`src/rtl/ttt_pkg.sv`:
```
// Shared types and constants for the tic-tac-toe game controller.
// Imported by the controller top and the win checker.
package ttt_pkg;

  typedef enum logic [1:0] {
    PLAY  = 2'd0,
    CHECK = 2'd1,
    OVER  = 2'd2
  } state_e;

  typedef enum logic [1:0] {
    NONE = 2'b00,
    XWIN = 2'b01,
    OWIN = 2'b10,
    DRAW = 2'b11
  } winner_e;

  localparam logic [8:0] WIN_MASK [0:7] = '{
    9'h007, 9'h038, 9'h1C0,
    9'h049, 9'h092, 9'h124,
    9'h111, 9'h054
  };

  localparam logic [8:0] FULL_BOARD = 9'h1FF;

  // Bit positions in the packed button vector.
  localparam int B_RIGHT = 0;
  localparam int B_LEFT  = 1;
  localparam int B_DOWN  = 2;
  localparam int B_UP    = 3;
  localparam int B_SEL   = 4;
  localparam int B_NEW   = 5;

endpackage

```
`src/rtl/ttt_game_ctrl_win_check.sv`:
```
// Combinational three-in-a-row detector.
// Flags a win when the board covers any of the eight lines.
import ttt_pkg::*;

module ttt_win_check (
  input  logic [8:0] board,
  output logic       win
);

  // OR of the eight line-coverage tests
  always_comb begin
    win = 1'b0;
    for (int i = 0; i < 8; i++) begin
      if ((board & WIN_MASK[i]) == WIN_MASK[i]) win = 1'b1;
    end
  end

endmodule

```
`src/rtl/ttt_game_ctrl.sv`:
```
// Tic-tac-toe game state: cursor, placement, turns, win/draw.
// Buttons are edge-detected; all outputs come from flops.
import ttt_pkg::*;

module ttt_game_ctrl #(
  parameter int START_CELL = 4,
  parameter bit X_FIRST    = 1'b1
) (
  input  logic       clk,
  input  logic       rst,
  input  logic       btn_up,
  input  logic       btn_down,
  input  logic       btn_left,
  input  logic       btn_right,
  input  logic       btn_sel,
  input  logic       btn_new,
  output logic [8:0] xi,
  output logic [8:0] oi,
  output logic [8:0] cr,
  output logic       go,
  output logic [1:0] winner,
  output logic       turn
);

  localparam logic [1:0] ROW0  = 2'(START_CELL / 3);
  localparam logic [1:0] COL0  = 2'(START_CELL % 3);
  localparam logic       TURN0 = ~X_FIRST;

  state_e     state_q, state_d;
  winner_e    winner_q, winner_d;
  logic [1:0] row_q, row_d;
  logic [1:0] col_q, col_d;
  logic [8:0] xi_q, xi_d;
  logic [8:0] oi_q, oi_d;
  logic       turn_q, turn_d;
  logic       go_q, go_d;
  logic [5:0] prev_q, prev_d;

  logic [5:0] btn_v;
  logic [5:0] press;
  logic [3:0] cell_idx;
  logic [8:0] cur_bit;
  logic [8:0] mover_board;
  logic       win;

  assign btn_v = {btn_new, btn_sel, btn_up,
                  btn_down, btn_left, btn_right};
  assign press = btn_v & ~prev_q;

  assign cell_idx = ({2'b00, row_q} * 4'd3)
                  + {2'b00, col_q};
  assign cur_bit  = 9'd1 << cell_idx;

  // Only the side that just moved can have completed a line.
  assign mover_board = turn_q ? oi_q : xi_q;

  ttt_win_check u_win (
    .board (mover_board),
    .win   (win)
  );

  // Next-state: one action per cycle, new game first
  always_comb begin
    state_d  = state_q;
    winner_d = winner_q;
    row_d    = row_q;
    col_d    = col_q;
    xi_d     = xi_q;
    oi_d     = oi_q;
    turn_d   = turn_q;
    go_d     = go_q;
    prev_d   = btn_v;
    if (press[B_NEW]) begin
      state_d  = PLAY;
      winner_d = NONE;
      row_d    = ROW0;
      col_d    = COL0;
      xi_d     = '0;
      oi_d     = '0;
      turn_d   = TURN0;
      go_d     = 1'b0;
    end else begin
      unique case (state_q)
        PLAY: begin
          priority case (1'b1)
            press[B_SEL]: begin
              if (((xi_q | oi_q) & cur_bit) == '0) begin
                if (turn_q) oi_d = oi_q | cur_bit;
                else        xi_d = xi_q | cur_bit;
                state_d = CHECK;
              end
            end
            press[B_UP]:
              row_d = (row_q == 2'd0) ? 2'd2 : row_q - 2'd1;
            press[B_DOWN]:
              row_d = (row_q == 2'd2) ? 2'd0 : row_q + 2'd1;
            press[B_LEFT]:
              col_d = (col_q == 2'd0) ? 2'd2 : col_q - 2'd1;
            press[B_RIGHT]:
              col_d = (col_q == 2'd2) ? 2'd0 : col_q + 2'd1;
            default: ;
          endcase
        end
        CHECK: begin
          if (win) begin
            winner_d = turn_q ? OWIN : XWIN;
            go_d     = 1'b1;
            state_d  = OVER;
          end else if ((xi_q | oi_q) == FULL_BOARD) begin
            winner_d = DRAW;
            go_d     = 1'b1;
            state_d  = OVER;
          end else begin
            turn_d  = ~turn_q;
            state_d = PLAY;
          end
        end
        OVER: ;
        default: state_d = PLAY;
      endcase
    end
  end

  // State and output registers with synchronous reset
  always_ff @(posedge clk) begin
    if (rst) begin
      state_q  <= PLAY;
      winner_q <= NONE;
      row_q    <= ROW0;
      col_q    <= COL0;
      xi_q     <= '0;
      oi_q     <= '0;
      turn_q   <= TURN0;
      go_q     <= 1'b0;
      prev_q   <= '1;
    end else begin
      state_q  <= state_d;
      winner_q <= winner_d;
      row_q    <= row_d;
      col_q    <= col_d;
      xi_q     <= xi_d;
      oi_q     <= oi_d;
      turn_q   <= turn_d;
      go_q     <= go_d;
      prev_q   <= prev_d;
    end
  end

  assign xi     = xi_q;
  assign oi     = oi_q;
  assign cr     = cur_bit;
  assign go     = go_q;
  assign winner = winner_q;
  assign turn   = turn_q;

endmodule

```
`config.mk`:
```
export PLATFORM = sky130hd
export DESIGN_NAME = ttt_game_ctrl
export DESIGN_NICKNAME = d
export VERILOG_FILES = /design/src/rtl/ttt_pkg.sv /design/src/rtl/ttt_game_ctrl_win_check.sv /design/src/rtl/ttt_game_ctrl.sv
export SDC_FILE = /design/constraint.sdc
export NUM_CORES = 1
export LEC_CHECK = 0
export ABC_AREA = 1
export CAP_MARGIN = 5
export CORE_AREA = 3 3 66 68
export CTS_CLUSTER_SIZE = 8
export DETAILED_ROUTE_END_ITERATION = 8
export DIE_AREA = 0 0 69 71
export PLACE_DENSITY_LB_ADDON = 0.15
export SLEW_MARGIN = 20
export SYNTH_ARGS = -nofsm -noshare
export SYNTH_HDL_FRONTEND = slang
export SYNTH_SLANG_ARGS = --single-unit
```
`constraint.sdc`:
```
create_clock -name clk -period 3.1 [get_ports clk]
set_input_delay 0.31 -clock clk [delete_from_list [all_inputs] [get_ports clk]]
set_output_delay 0.31 -clock clk [all_outputs]
set_load 0.01 [all_outputs]
```
==> results_dict.tcl, run 1 <==
set metrics [dict create \
    grt_pass1_vias 1843 \
    synth_top_area_share_pct 35.72 \
    setup_tns_ns 0 \
    cts_tree "yes" \
    rows 23 \
    synth_top_family_by_area "simple AND/OR/NAND/NOR gates" \
    ys_seq_elements 34 \
    routed_via_density 5.100 \
    skew_ns 0.007210 \
    yosys_most_used_dff "dfxtp_1" \
    clk_path_buf_depth 2 \
    hold_class "register to register" \
    crit_family "adder cells" \
    synth_edf_count 0 \
    grt_usage_pct 20.65 \
    cp_max_fo 4 \
    nets 347 \
    hpwl_um 3610 \
    dr.pass1.iters 4 \
    drive_above_1_share_pct 13.64 \
    syn_to_final_growth_pct 33.29 \
    yosysSeqAreaShare_pct 35.72 \
    yosys-top-cells-count "82 x nand2_1, 41 x inv_1, 34 x dfxtp_1" \
    multi_input_area_um2 1079 \
    synth.area.mux_share_pct 0 \
    slew_viol_final 0 \
    clk_pin_slew_ns 0.06 \
    yosys-top-cells-area "dfxtp_1 36%, nand2_1 16%, nand4_1 8.2%" \
    regArea_um2 681.9 \
    p_per_area_nw_per_um2 444.6 \
    status "complete, no violations" \
    crit_type "register to output port" \
    syn_avg_cell_area_um2 6.830 \
    gp_congestion 0.8159 \
    grt_pass1_wl_um 8148 \
    async_reset_ff_share_pct 0 \
    start_util_pct 48.69 \
    finalHoldViolations 0 \
    num_vias 1938 \
    fin_util_pct 64.90 \
    die_x_um 69 \
    cts.sinks 34 \
    ys_warn_count 0 \
    ff2ff_setup_slack_ns 0.16 \
    critPathSlowestCell "fa_2" \
    yosysMostFrequentCell "nand2_1" \
    grt_max_degree 23 \
    synthAdderAreaFrac_pct 7.354 \
    maxSlewHeadroom_pct 56.57 \
    cts-root-buf "clkbuf_8" \
    drc 0 \
    hold_slack_ns 0.4516 \
    pre_cts_ws_ns 0.03865 \
    dieArea_um2 4899 \
    synth_cells 279 \
    yosys.area_share.simple_pct 36.24 \
    final_antenna_net_count 0 \
    ys_types 25 \
    portBuffers 38 \
    nFillCells 386 \
    wl_per_cell_um 12.51 \
    syn-cell-area_um2 1906 \
    antenna_found_initial 0 \
    drtIter0Drc 110 \
    min_period_ns 2.997 \
    critical_path_buf_inv_count 3 \
    worst_slew_pin_slew_ns 0.6490 \
    grt_overflow 0 \
    synth_xor_area_share_pct 0 \
    worstPathRequired_ns 2.79 \
    crit_path_start_kind "register" \
    coreArea_um2 3914 \
    crit_top_cell "inv_1" \
    n_antenna_cell 0 \
    fp.dieH_um 71 \
    worstPathCellList "inv_1 > fa_1 > inv_1 > ha_1 > fa_2 > nand2_4 > nor2_4 > dlygate4sd2_1" \
    ir_drop_v 0.0003835 \
    yosysTopAreaCell "dfxtp_1" \
    rsz0062_at_grt "true" \
    p_leak_nw 1.184 \
    synth_compound_gate_area_share_pct 10.18 \
    cts_buffers 5 \
    cap_violations 0 \
    synth_fp_nets 297 \
    clk-insertion-delay-late_ns 0.29 \
    worst_slack_ns 0.1029 \
    setup_viol 0 \
    fmax_mhz 333.7 \
    slowest_delay_ns 0.61 \
    worst_ep_arrival_time_ns 2.69 \
    num_io_pins 39 \
    end_kind "output port" \
    h-tree-depth 2 \
    wirelength_um 4754 \
    fin_crit_sh_pct 96.68 \
]
[cell type report]
class | count | area share, %
sequential | 34 | 26.85
timing repair buffer | 48 | 17.98
clock buffer | 7 | 3.399
tap | 50 | 2.463
inverter | 45 | 6.650
clock inverter | 1 | 0.1970
multi-input combinational | 195 | 42.46
[kinds of logic (layout without fill, tap and decap cells)]
| kind of cell | after synthesis | in the layout |
|---|---|---|
| AO/OA/AOI/OAI | 37 | 37 |
| adder cells (fa/ha/maj) | 10 | 10 |
| buffers and inverters | 50 | 101 |
| flip-flops | 34 | 34 |
| AND/OR/NAND/NOR | 148 | 148 |
[repair_timing]
item,in CTS,in global routing
pin swaps,1,2
endpoints found under the setup margin,9,15
resized for setup,15,10
hold buffers,0,0
setup buffers,0,2
[tightest hold or removal path: cells and delay by family, from the launching register on]
family,cells,cell delay [ns]
AO/OA/AOI/OAI,1,0.05
buffers and inverters,1,0.05
flip-flops,1,0.31
[power breakdown]
part | internal (W) | switching, W | leakage (nW)
Combinational | 0.000127 | 0.000206 | 0.860
Sequential | 0.000449 | 0.00000851 | 0.276
Clock | 0.000179 | 0.000161 | 0.0482
[flip-flops by register name, summed over array words and instances, names as in the netlist]
register	flops
prev_q	6
row_q	2
turn	1
winner	2
col_q	2
oi	9
go	1
state_q	2
xi	9
[cell usage in the layout, fill, tap and decap left out, types with 2 or more instances in the layout]
cell             count
nand2_1             82
inv_1               41
dfxtp_1             33
clkdlybuf4s50_1     29
nand4_1             25
a21oi_1             21
nor2_1              16
o21ai_0              9
buf_4                9
ha_1                 8
dlygate4sd2_1        7
clkbuf_8             6
nand3_1              5
inv_2                4
nor2_4               4
nor2_2               4
nand2_4              3
or2_2                3
o211ai_1             3
nor3_4               2
nand2_2              2
a21oi_2              2
[final timing paths]
kind / startpoint / endpoint / cells after the start
hold / removal: go / go / 2
hold reg to reg: go / go / 2
setup reg to reg: row_q[0] / oi[3] / 14
setup / recovery: row_q[0] / cr[6] / 8
[per-layer routing]
layer / global-route usage (%) / wire length (µm) / up-vias
met4: 8.460 / 123 / 0
li1: - / - / 997
met5: 0 / 0 / -
met2: 36.65 / 2319 / 53
met1: 23.64 / 2022 / 876
met3: 5.256 / 287 / 12
[through the flow]
step | cells | area [µm²] | power (W)
2_1_floorplan | 279 | 1906 | 0.0006490
3_3_place_gp | 370 | 2390 | 0.0007556
3_5_place_dp | 370 | 2390 | 0.0007614
4_1_cts | 378 | 2492 | 0.001106
5_1_grt | 380 | 2540 | 0.001188
6_report | 380 | 2540 | 0.001129
Power figures use the tool's default switching activity.
==> run 2: changes to the inputs <==
clock period = 3.6 ns   (was 3.1 ns; I/O delays follow)
==> results_dict.tcl, run 2 (same netlist as run 1, synthesis figures left out) <==
set metrics [dict create \
    end_kind "output port" \
    final_common_cell "nand2_1" \
    cap_violations 0 \
    coreArea_um2 3914 \
    setup_viol 0 \
    rows 23 \
    nFillCells 397 \
    antenna_found_initial 0 \
    drive_above_1_share_pct 9.598 \
    hold_class "register to register" \
    worst_slew_pin_slew_ns 0.6944 \
    worst_ep_arrival_time_ns 3.09 \
    drtIter0Drc 94 \
    slew_viol_final 0 \
    switching_share_pct 30.43 \
    grt_max_degree 23 \
    clk_pin_slew_ns 0.07 \
    min_period_ns 3.452 \
    grt_usage_pct 20.20 \
    hold_buffers 0 \
    cts_tree "yes" \
    grt_pass1_vias 1807 \
    multi_input_area_um2 1025 \
    gp_congestion 0.8768 \
    p_comb_share_pct 24.6 \
    clockPowerShare_pct 35.6 \
    p_leak_nw 1.091 \
    regArea_um2 681.9 \
    rsz0062_at_grt "false" \
    clk_path_buf_depth 2 \
    n_antenna_cell 0 \
    hold_slack_ns 0.4574 \
    portBuffers 38 \
    status "complete, no violations" \
    cp_max_fo 4 \
    final_antenna_net_count 0 \
    dieArea_um2 4899 \
    nets 340 \
    crit_path_start_kind "register" \
    fmax_mhz 289.7 \
    grt_overflow 0 \
    hpwl_um 3556 \
    drc 0 \
    crit_type "register to output port" \
    dr.pass1.iters 4 \
    setup_tns_ns 0 \
    finalHoldViolations 0 \
    p_seq_share_pct 39.8 \
    cts_setup_buffers 0 \
    syn_to_final_growth_pct 28.82 \
    fp.dieH_um 71 \
    num_io_pins 39 \
    start_util_pct 48.69 \
    num_vias 1872 \
    cts_buffers 5 \
    power_switching_w 0.0003015 \
    wl_per_cell_um 12.40 \
    cts-root-buf "clkbuf_8" \
    clk-insertion-delay-late_ns 0.28 \
    wirelength_um 4627 \
    h-tree-depth 2 \
    routed_via_density 5.019 \
    p_per_area_nw_per_um2 403.5 \
    skew_ns 0.002927 \
    fin_crit_sh_pct 95.88 \
    die_x_um 69 \
    layout_common_cells "82 x nand2_1, 41 x inv_1, 38 x clkdlybuf4s50_1" \
    cts.sinks 34 \
    maxSlewHeadroom_pct 53.53 \
    cts.repair.resized 0 \
    grt_pass1_wl_um 8128 \
    internal_power_w 0.0006891 \
    worstPathRequired_ns 3.24 \
    fin_util_pct 62.72 \
    ir_drop_v 0.0002241 \
]
==> run 2: cell types whose count changed in the layout (fill, tap and decap cells not counted), moves of 2 or more <==
cell,change
clkinvlp_4,+2
nor2_1,+3
a21oi_1,+2
dlygate4sd2_1,-7
buf_4,-6
nor2_4,-4
clkdlybuf4s50_1,+9
a21oi_2,-2
==> run 2: power by group through the flow <==
stage          clock network, W  logic [W]  registers (W)
3_5_place_dp                  0   0.000243       0.000403
3_3_place_gp                  0   0.000237       0.000402
5_1_grt                0.000381   0.000271       0.000395
2_1_floorplan                 0   0.000158       0.000401
4_1_cts                0.000361   0.000244       0.000394
6_report               0.000353   0.000244       0.000394
==> run 2: critical path, stage by stage, from the launching register on <==
cell and delay (ns):
dfxtp_1 0.36, inv_1 0.11, fa_1 0.57, inv_1 0.06
ha_1 0.21, fa_1 0.57, nand2_2 0.11, nor2_1 0.23
clkdlybuf4s50_1 0.59
==> run 2: area by class of cell <==
| cell class | count | area share, % |
|---|---|---|
| repair buffers | 41 | 16.41 |
| inverters | 45 | 6.881 |
| flip-flops and latches | 34 | 27.78 |
| clock inverters | 3 | 1.835 |
| multi-input cells | 195 | 41.74 |
| well taps | 50 | 2.548 |
| clock buffers | 5 | 2.803 |
==> run 2: through the flow <==
stage                     instances  setup slack [ns]  power (W)  instance area [µm²]
final                           373            0.1483  0.0009905                 2455
after global routing            373          0.003092   0.001047                 2455
after CTS                       373            0.1132  0.0009989                 2454
after detailed placement        365            0.4303  0.0006455                 2340
after global placement          365            0.4898  0.0006391                 2340
after floorplan                 279            0.7422  0.0005589                 1906
==> run 2: worst paths after layout <==
path            to  slack (ns)  cells after the start     start
max          cr[7]        0.15                      8  row_q[0]
min             go        0.46                      2        go
max reg2reg  xi[7]        0.48                     14  row_q[0]
min reg2reg     go        0.46                      2        go
==> run 2: per-layer routing <==
layer	share of wire [%]	track usage [%]	vias to the layer above
met4	1.9	5.857	0
met5	0	0	-
met3	4.2	4.119	11
met1	46	24.96	829
met2	48	35.59	47
li1	-	-	985
==> run 3: changes to the inputs <==
GPL_TIMING_DRIVEN = 1   (was unset)
SLEW_MARGIN = unset   (was 20)
==> results of run 3 <==
The final DEF is identical to that of run 2; final timing and power are the same.
